<file path="config.mk">
export PLATFORM = sky130hd
export DESIGN_NAME = td4_core_flat
export DESIGN_NICKNAME = d
export VERILOG_FILES = /design/src/rtl/td4_core_if.sv /design/src/rtl/td4_core.sv /design/src/flat_wrapper.sv
export SDC_FILE = /design/constraint.sdc
export NUM_CORES = 1
export LEC_CHECK = 0
export ABC_AREA = 1
export BUFFER_PORTS_ARGS = -buffer_cell sky130_fd_sc_hd__buf_4
export CORE_AREA = 8 8 94 71
export CTS_CLUSTER_SIZE = 12
export DETAILED_ROUTE_END_ITERATION = 8
export DIE_AREA = 0 0 102 79
export PLACE_DENSITY = 0.89
export SYNTH_ARGS = -nofsm -noshare
export SYNTH_HDL_FRONTEND = slang
export SYNTH_SLANG_ARGS = --single-unit
export TNS_END_PERCENT = 100
</file>
<file path="constraint.sdc">
create_clock -name clk -period 1.8 [get_ports clk]
set_input_delay 0.18 -clock clk [delete_from_list [all_inputs] [get_ports clk]]
set_output_delay 0.18 -clock clk [all_outputs]
set_load 0.01 [all_outputs]
</file>
<file path="src/rtl/td4_core_if.sv">
// td4_core_if: ROM fetch bus plus switch/LED board I/O for the TD4 core.
// The master side is the core; the slave side is the ROM/board model.
interface td4_core_if;
  logic [3:0] rom_addr;
  logic [7:0] rom_data;
  logic [3:0] in_port;
  logic [3:0] out_port;
  logic       carry_o;

  modport master (
    output rom_addr,
    output out_port,
    output carry_o,
    input  rom_data,
    input  in_port
  );

  modport slave (
    input  rom_addr,
    input  out_port,
    input  carry_o,
    output rom_data,
    output in_port
  );
endinterface

</file>
<file path="src/rtl/td4_core.sv">
// td4_core: 4-bit TD4 execution core. Holds PC, registers A/B, the carry flag
// and the LED output latch, fetches from a combinational 16x8 ROM and runs one
// instruction per prescaler tick. Defining TD4_STEP_EN adds run_i/step_i
// controls that gate execution; without it the core free-runs on every tick.
module td4_core #(
  parameter int unsigned CLK_DIV = 1,
  parameter int unsigned DIV_W   = 24
) (
  input  logic clk,
  input  logic rst_n,
`ifdef TD4_STEP_EN
  input  logic run_i,
  input  logic step_i,
`endif
  td4_core_if.master bus
);

  localparam logic [DIV_W-1:0] DIV_LAST = DIV_W'(CLK_DIV - 1);

  logic [DIV_W-1:0] div_q, div_d;
  logic             tick;
  logic             exec;
  logic [3:0]       pc_q, pc_d;
  logic [3:0]       a_q, a_d;
  logic [3:0]       b_q, b_d;
  logic [3:0]       out_q, out_d;
  logic             c_q, c_d;
  logic [3:0]       in_meta_q, in_meta_d;
  logic [3:0]       in_sync_q, in_sync_d;
  logic [3:0]       op, im;
  logic [4:0]       sum_a, sum_b;

  assign op    = bus.rom_data[7:4];
  assign im    = bus.rom_data[3:0];
  assign sum_a = {1'b0, a_q} + {1'b0, im};
  assign sum_b = {1'b0, b_q} + {1'b0, im};

  // Prescaler: count 0..CLK_DIV-1, tick on the last count, then wrap.
  always_comb begin
    tick  = (div_q == DIV_LAST);
    div_d = tick ? '0 : div_q + DIV_W'(1);
  end

  // Two-flop synchronizer for the switch inputs.
  always_comb begin
    in_meta_d = bus.in_port;
    in_sync_d = in_meta_q;
  end

`ifdef TD4_STEP_EN
  logic run_meta_q, run_meta_d, run_sync_q, run_sync_d;
  logic step_meta_q, step_meta_d, step_sync_q, step_sync_d;
  logic step_prev_q, step_prev_d;
  logic step_pend_q, step_pend_d;
  logic step_rise;

  // Run/step control: synchronize, edge-detect step, keep a 1-deep pending flag.
  // A pending step is consumed on the next tick; edges arriving while one is
  // pending are dropped, but an edge on the consuming cycle re-arms the flag.
  always_comb begin
    run_meta_d  = run_i;
    run_sync_d  = run_meta_q;
    step_meta_d = step_i;
    step_sync_d = step_meta_q;
    step_prev_d = step_sync_q;
    step_rise   = step_sync_q & ~step_prev_q;
    step_pend_d = (step_pend_q & ~tick) | step_rise;
    exec        = tick & (run_sync_q | step_pend_q);
  end

  // Control flops for run/step; cleared asynchronously with the core.
  always_ff @(posedge clk or negedge rst_n) begin
    if (!rst_n) begin
      run_meta_q  <= 1'b0;
      run_sync_q  <= 1'b0;
      step_meta_q <= 1'b0;
      step_sync_q <= 1'b0;
      step_prev_q <= 1'b0;
      step_pend_q <= 1'b0;
    end else begin
      run_meta_q  <= run_meta_d;
      run_sync_q  <= run_sync_d;
      step_meta_q <= step_meta_d;
      step_sync_q <= step_sync_d;
      step_prev_q <= step_prev_d;
      step_pend_q <= step_pend_d;
    end
  end
`else
  assign exec = tick;
`endif

  // Instruction decode/execute: next architectural state for this fetch.
  // Carry is cleared by every executed instruction except ADD; JNC reads the
  // carry held before its own tick.
  always_comb begin
    pc_d  = pc_q;
    a_d   = a_q;
    b_d   = b_q;
    c_d   = c_q;
    out_d = out_q;
    if (exec) begin
      pc_d = pc_q + 4'd1;
      c_d  = 1'b0;
      case (op)
        4'b0000: {c_d, a_d} = sum_a;
        4'b0001: a_d = b_q;
        4'b0010: a_d = in_sync_q;
        4'b0011: a_d = im;
        4'b0100: b_d = a_q;
        4'b0101: {c_d, b_d} = sum_b;
        4'b0110: b_d = in_sync_q;
        4'b0111: b_d = im;
        4'b1001: out_d = b_q;
        4'b1011: out_d = im;
        4'b1110: if (!c_q) pc_d = im;
        4'b1111: pc_d = im;
        default: ;
      endcase
    end
  end

  // Architectural state, prescaler and synchronizer registers.
  always_ff @(posedge clk or negedge rst_n) begin
    if (!rst_n) begin
      div_q     <= '0;
      pc_q      <= 4'd0;
      a_q       <= 4'd0;
      b_q       <= 4'd0;
      c_q       <= 1'b0;
      out_q     <= 4'd0;
      in_meta_q <= 4'd0;
      in_sync_q <= 4'd0;
    end else begin
      div_q     <= div_d;
      pc_q      <= pc_d;
      a_q       <= a_d;
      b_q       <= b_d;
      c_q       <= c_d;
      out_q     <= out_d;
      in_meta_q <= in_meta_d;
      in_sync_q <= in_sync_d;
    end
  end

  assign bus.rom_addr = pc_q;
  assign bus.out_port = out_q;
  assign bus.carry_o  = c_q;

endmodule
</file>
<file path="src/flat_wrapper.sv">
// flat-port wrapper written by rule: the top's interface ports become plain ports
module td4_core_flat 
#(
  parameter int unsigned CLK_DIV = 1,
  parameter int unsigned DIV_W   = 24
)
  (clk, rst_n, bus_rom_addr, bus_out_port, bus_carry_o, bus_rom_data, bus_in_port);
  td4_core_if bus_i ();
  input  logic clk;
  input  logic rst_n;
  output wire logic [$bits(bus_i.rom_addr)-1:0] bus_rom_addr;
  output wire logic [$bits(bus_i.out_port)-1:0] bus_out_port;
  output wire logic [$bits(bus_i.carry_o)-1:0] bus_carry_o;
  input wire logic [$bits(bus_i.rom_data)-1:0] bus_rom_data;
  input wire logic [$bits(bus_i.in_port)-1:0] bus_in_port;
  assign bus_rom_addr = bus_i.rom_addr;
  assign bus_out_port = bus_i.out_port;
  assign bus_carry_o = bus_i.carry_o;
  assign bus_i.rom_data = bus_rom_data;
  assign bus_i.in_port = bus_in_port;
  td4_core #(.CLK_DIV(CLK_DIV), .DIV_W(DIV_W)) u_core (.clk(clk), .rst_n(rst_n), .bus(bus_i));
endmodule
</file>
==> run summary, run 1 <==
ANT cells: 0
Worst Path Arrival: 1.88 ns
clock sink count: 49
synthesized area: 3020 µm²
Die Area: 8060 µm²
Critical Path RT: 2.00 ns
DR WL/cell: 13.6 µm
setup TNS: 0 ns
max_slew headroom: 59.2%
PD cells: 820 nW/µm²
DP HPWL: 5840 µm
Global Route Usage Sum: 19.4%
die width: 102 µm
antenna violations before repair: 0
non-filler cells, final: 544
yosys warns: 0
mux cell area share after synthesis: 0%
Cell Rows: 23
simple-gate share of the synthesized area: 38.6%
sequential element share of the synthesized area: 40.6%
DR vias: 2853
syn_area_per_cell: 7.00 µm²
Max IR drop VDD: 0.629 mV
Area contributors post-synth: dfrtp_1 (41%), nand2_1 (19%), inv_1 (7.2%)
H-tree Lvls: 2
Slew @ Worst Pin: 0.612 ns
global-route wire length before repair: 12400 µm
P_leak: 1.86 nW
overall power: 2.83 mW
unrepaired setup endpoints after global routing: no
clk slew on worst S/H paths: 0.09 ns
Final Max Tran Viols: 0
area grow syn2layout: 14.3%
Worst Clk Skew: 0.00933 ns
1st-iter DRT viols: 325
Worst Hold Launch: bus_rom_data[6]
core area: 5350 µm²
share of cells above drive strength 1: 10.2%
XOR/XNOR Fraction of Synth Area: 4.06%
top-area cell type share of the netlist area: 40.6%
Max Cap Viol: 0
reg2reg start: u_core.a_q[0]
clk_lat worst skew: 0.30 ns
Final Critical Period: 1.68 ns
largest family of logic cells by synthesized area: simple AND/OR/NAND/NOR gates
critical path launch point type: flop
Synth Area in Compound Gates: 3.19%
Max Fclk: 596 MHz
CTS tree: built
Clock Path Buffers: 2
Nets: 495
Tcrit/Tclk final: 93.2%
Buffers on Ports: 22
Worst setup startpoint: u_core.a_q[0]
Fillers: 472
vias per cell: 5.24
most frequent cells in the layout: nand2_1 (156), inv_1 (57), nor2_1 (52)
Top Metal Used: met4
largest net degree at the start of global routing: 50
Post-DRT Antenna Nets: 0
Routed met3 length: 683 µm
status: completed
most common cell after layout, fill and taps aside: nand2_1
Yosys reg bits: 49
Adder-Cell Fraction of Synth Area: 5.89%
area leader, netlist: dfrtp_1
Initial Util: 56.4%
total grt overflow: 0
routability-driven placement congestion ratio: 1.02
Die Y: 79 µm
Metal-1 WL: 3610 µm
HP Class: in -> reg
vias in the first global route: 2574
Top Ports: 23
Post-Syn Nets: 458
# setup viols final: 0
first-pass iteration count of the detailed router: 5
Crit. End Element: flop
Clock Root Buffer: clkbuf_8
CP max FO: 3
WS Path Type: reg -> reg
Synth Instances: 431
# DRC: 0
DR WL met2: 3010 µm
Inst Count DP: 529
CTS Buf Count: 5
final WL: 7390 µm
final hold vios: 0
Cell variety after synth: 24
==> Yosys cell counts, drive strengths merged <==
cell,count
nor2,56
xnor2,4
xor2,10
nand3,40
ha,11
nor3,10
or2,2
nand4,10
nand2,157
a21oi,6
o21ai,11
nand3b,1
o21bai,1
fa,2
dfrtp,49
inv,60
buf,1
==> registers in the layout, indices dropped and copies added (netlist names) <==
name                 count
u_core.in_sync_q         4
u_core.bus.carry_o       1
u_core.in_meta_q         4
u_core.bus.out_port      4
u_core.b_q               4
u_core.bus.rom_addr      4
u_core.div_q            24
u_core.a_q               4
==> what timing repair did <==
action / CTS / global route
hold buffers: 5 / 0
endpoints found under the setup margin: 0 / 8
resized for setup: 0 / 1
endpoints found under the hold margin: 53 / 0
setup buffers: 0 / 2
==> area by class of cell <==
type / count / area (µm²) / area share [%]
clock buffer: 6 / 82.6 / 2.39
inverter: 60 / 225 / 6.53
sequential: 49 / 1230 / 35.6
timing repair buffer: 31 / 245 / 7.11
clock inverter: 2 / 13.8 / 0.399
multi-input combinational: 321 / 1560 / 45.3
tap: 75 / 93.8 / 2.72
==> worst max-delay path: stages (launching register included) <==
cell,delay (ns)
dfrtp_1,0.42
ha_1,0.23
fa_1,0.42
a21oi_1,0.15
nor2_1,0.05
o21ai_0,0.13
nand2_1,0.07
nand2_1,0.06
nand2_1,0.04
==> metal layers <==
| metal | GRT usage, % | vias up |
|---|---|---|
| met2 | 26.5 | 123 |
| met3 | 4.54 | 12 |
| li1 | - | 1417 |
| met5 | 0 | - |
| met4 | 4.38 | 0 |
| met1 | 29.8 | 1301 |
==> path summary, 6_finish.rpt <==
kind / to / slack, ns / cells after the start
setup / recovery: u_core.bus.carry_o / 0.12 / 8
hold / removal: u_core.bus.out_port[0] / 0.26 / 4
setup reg to reg: u_core.bus.carry_o / 0.12 / 8
hold reg to reg: u_core.in_sync_q[1] / 0.36 / 0
max in group asynchronous: u_core.b_q[2] / 0.95 / 2
min in group asynchronous: u_core.div_q[4] / 0.43 / 2
==> stage by stage <==
step | hold slack (ns) | util, % | cell area (µm²) | worst slack [ns]
2_1_floorplan | -0.116 | - | 3020 | 0.281
3_3_place_gp | 0.234 | 61.4 | 3290 | 0.117
3_5_place_dp | 0.240 | 61.4 | 3290 | 0.119
4_1_cts | 0.251 | 64.1 | 3430 | 0.103
5_1_grt | 0.264 | 64.4 | 3450 | 0.00490
6_report | 0.261 | 64.4 | 3450 | 0.123
==> where the power goes <==
group / total, mW / switching [mW] / internal, mW
combinational: 0.782 / 0.420 / 0.362
clock: 0.682 / 0.370 / 0.312
sequential: 1.36 / 0.135 / 1.23
==> logic make-up after synthesis <==
group	after synthesis
AO/OA/AOI/OAI	18
flip-flops	49
buffers and inverters	61
AND/OR/NAND/NOR	276
XOR/XNOR	14
adder cells (fa/ha/maj)	13
Note: power is estimated with default switching activity, not from simulation.
==> run 2, diff against run 1 <==
BUFFER_PORTS_ARGS = unset   (was -buffer_cell sky130_fd_sc_hd__buf_4)
DONT_BUFFER_PORTS = 1   (was unset)
PLACE_DENSITY = 0.85   (was 0.89)
SETUP_SLACK_MARGIN = 0.4   (was unset)
==> run 2 against run 1 <==
- global-route usage rose by 0.36 points
- critical endpoint is now u_core.b_q[1]
- worst setup slack improved by 0.14 ns
- clock power down 8.4%
- largest cell class unchanged
- critical path type unchanged
- largest power group unchanged
- power decreased by 4.2%
- via count up 5.3%
- sequential cell count unchanged
- routed wire length up 16%
- highest routed layer unchanged
- critical path depth shrank 1
- fmax increased by 9.2%
- design area up 7.1%
- combinational power is 14% lower
==> run summary, run 2 (synthesis results as in run 1) <==
final hold vios: 0
non-filler cells, final: 541
Worst Clk Skew: 0.00719 ns
PD cells: 734 nW/µm²
final core utilization: 69.0%
Metal-1 WL: 3710 µm
Routed met3 length: 999 µm
Slew @ Worst Pin: 0.466 ns
Die Area: 8060 µm²
final WL: 8550 µm
clock sink count: 49
most common cell after layout, fill and taps aside: nand2_1
R2R depth: 7
Max stage delay cell, worst path: fa_2
Worst Hold Launch: bus_rom_data[6]
CTS Buf Count: 5
# setup viols final: 0
status: completed
Final Critical Period: 1.54 ns
WS Path Type: reg -> reg
total grt overflow: 0
vias per cell: 5.55
unrepaired setup endpoints after global routing: yes
DR WL/cell: 15.8 µm
reg2reg start: u_core.b_q[0]
Max Fclk: 651 MHz
crit-path max cell delay: 0.52 ns
die width: 102 µm
first-pass iteration count of the detailed router: 5
Global Route Usage Sum: 19.8%
vias in the first global route: 2515
Die Y: 79 µm
cells along the critical path: ha_2 > inv_2 > fa_2 > nand3b_1 > nand4_1 > nand2_1 > nand2_1
Nets: 493
CP top delay family: adder cells
Clock Root Buffer: clkbuf_8
Top Metal Used: met4
largest net degree at the start of global routing: 50
critical path launch point type: flop
WP buf/inv: 1
area grow syn2layout: 22.3%
# DRC: 0
Biggest register: u_core.div_q
H-tree Lvls: 2
Critical Path RT: 1.99 ns
CTS tree: built
share of cells above drive strength 1: 22.1%
clk_lat worst skew: 0.30 ns
Post-DRT Antenna Nets: 0
Max IR drop VDD: 0.724 mV
Worst Path Arrival: 1.73 ns
Register-to-Register Setup Slack: 0.26 ns
hold depth: 3
Crit. End Element: flop
core area: 5350 µm²
Buffers on Ports: 0
most frequent cells in the layout: nand2_1 (151), dfrtp_1 (45), inv_1 (44)
clk slew on worst S/H paths: 0.08 ns
Cell Rows: 23
max_slew headroom: 68.8%
DR vias: 3005
Top Ports: 23
Inst Count DP: 508
Worst setup startpoint: u_core.b_q[0]
Initial Util: 56.4%
DP HPWL: 5850 µm
CP max FO: 2
Final Max Tran Viols: 0
max FFs per register: 24
setup slack after layout: 0.265 ns
P_leak: 1.97 nW
HP Class: in -> reg
ANT cells: 0
Setup WS pre-CTS: 0.193 ns
Max Cap Viol: 0
Min-Delay Endpoint: u_core.bus.out_port[0]
setup TNS: 0 ns
Tcrit/Tclk final: 85.3%
reg2reg end: u_core.b_q[1]
global-route wire length before repair: 12600 µm
DR WL met2: 3700 µm
Clock Path Buffers: 2
1st-iter DRT viols: 322
overall power: 2.71 mW
routability-driven placement congestion ratio: 0.980
antenna violations before repair: 0
cell mode on critical path: nand2_1
-- run 2: area by class of cell --
type,instances,area (µm²)
flip-flops and latches,49,1230
repair buffers,29,262
fillers,412,1660
clock buffers,6,72.6
clock inverters,1,8.76
multi-input cells,321,1790
inverters,60,230
well taps,75,93.8
-- run 2: routing by layer --
layer	global-route usage (%)	vias up
met1	30.0	1395
met4	4.23	0
met2	26.9	172
met3	5.33	18
met5	0	-
li1	-	1420
-- run 2: worst max path at each step --
stage,to,slack (ns),cells past startpoint
floorplan,u_core.bus.carry_o,0.36,8
global placement,u_core.b_q[0],0.23,6
detailed placement,u_core.bus.carry_o,0.19,10
CTS,u_core.b_q[1],0.26,7
global route,u_core.b_q[0],0.17,7
finish,u_core.b_q[1],0.26,7
-- run 2: through the flow --
| stage | hold slack [ns] | area, µm² |
|---|---|---|
| after CTS | 0.104 | 3440 |
| after global placement | -0.114 | 3140 |
| after global routing | 0.101 | 3690 |
| after floorplan | -0.116 | 3030 |
| after detailed placement | -0.114 | 3140 |
| final | 0.103 | 3690 |
-- run 2: what timing repair did --
action                     in CTS  in global routing
resized for setup              28                 51
setup endpoints to repair      27                 38
hold endpoints to repair       53                  0
hold buffers                    6                  0
setup buffers                   9                 11
pin swaps                      23                 24
-- run 2: report_power, final --
part | internal (mW) | switching, mW | leakage (nW)
clock | 0.270 | 0.355 | 0.0412
combinational | 0.303 | 0.374 | 1.29
sequential | 1.23 | 0.179 | 0.636
-- run 2: worst min-delay path, delay by kind of cell --
kind / cells / cell delay, ns
AND/OR/NAND/NOR: 3 / 0.19
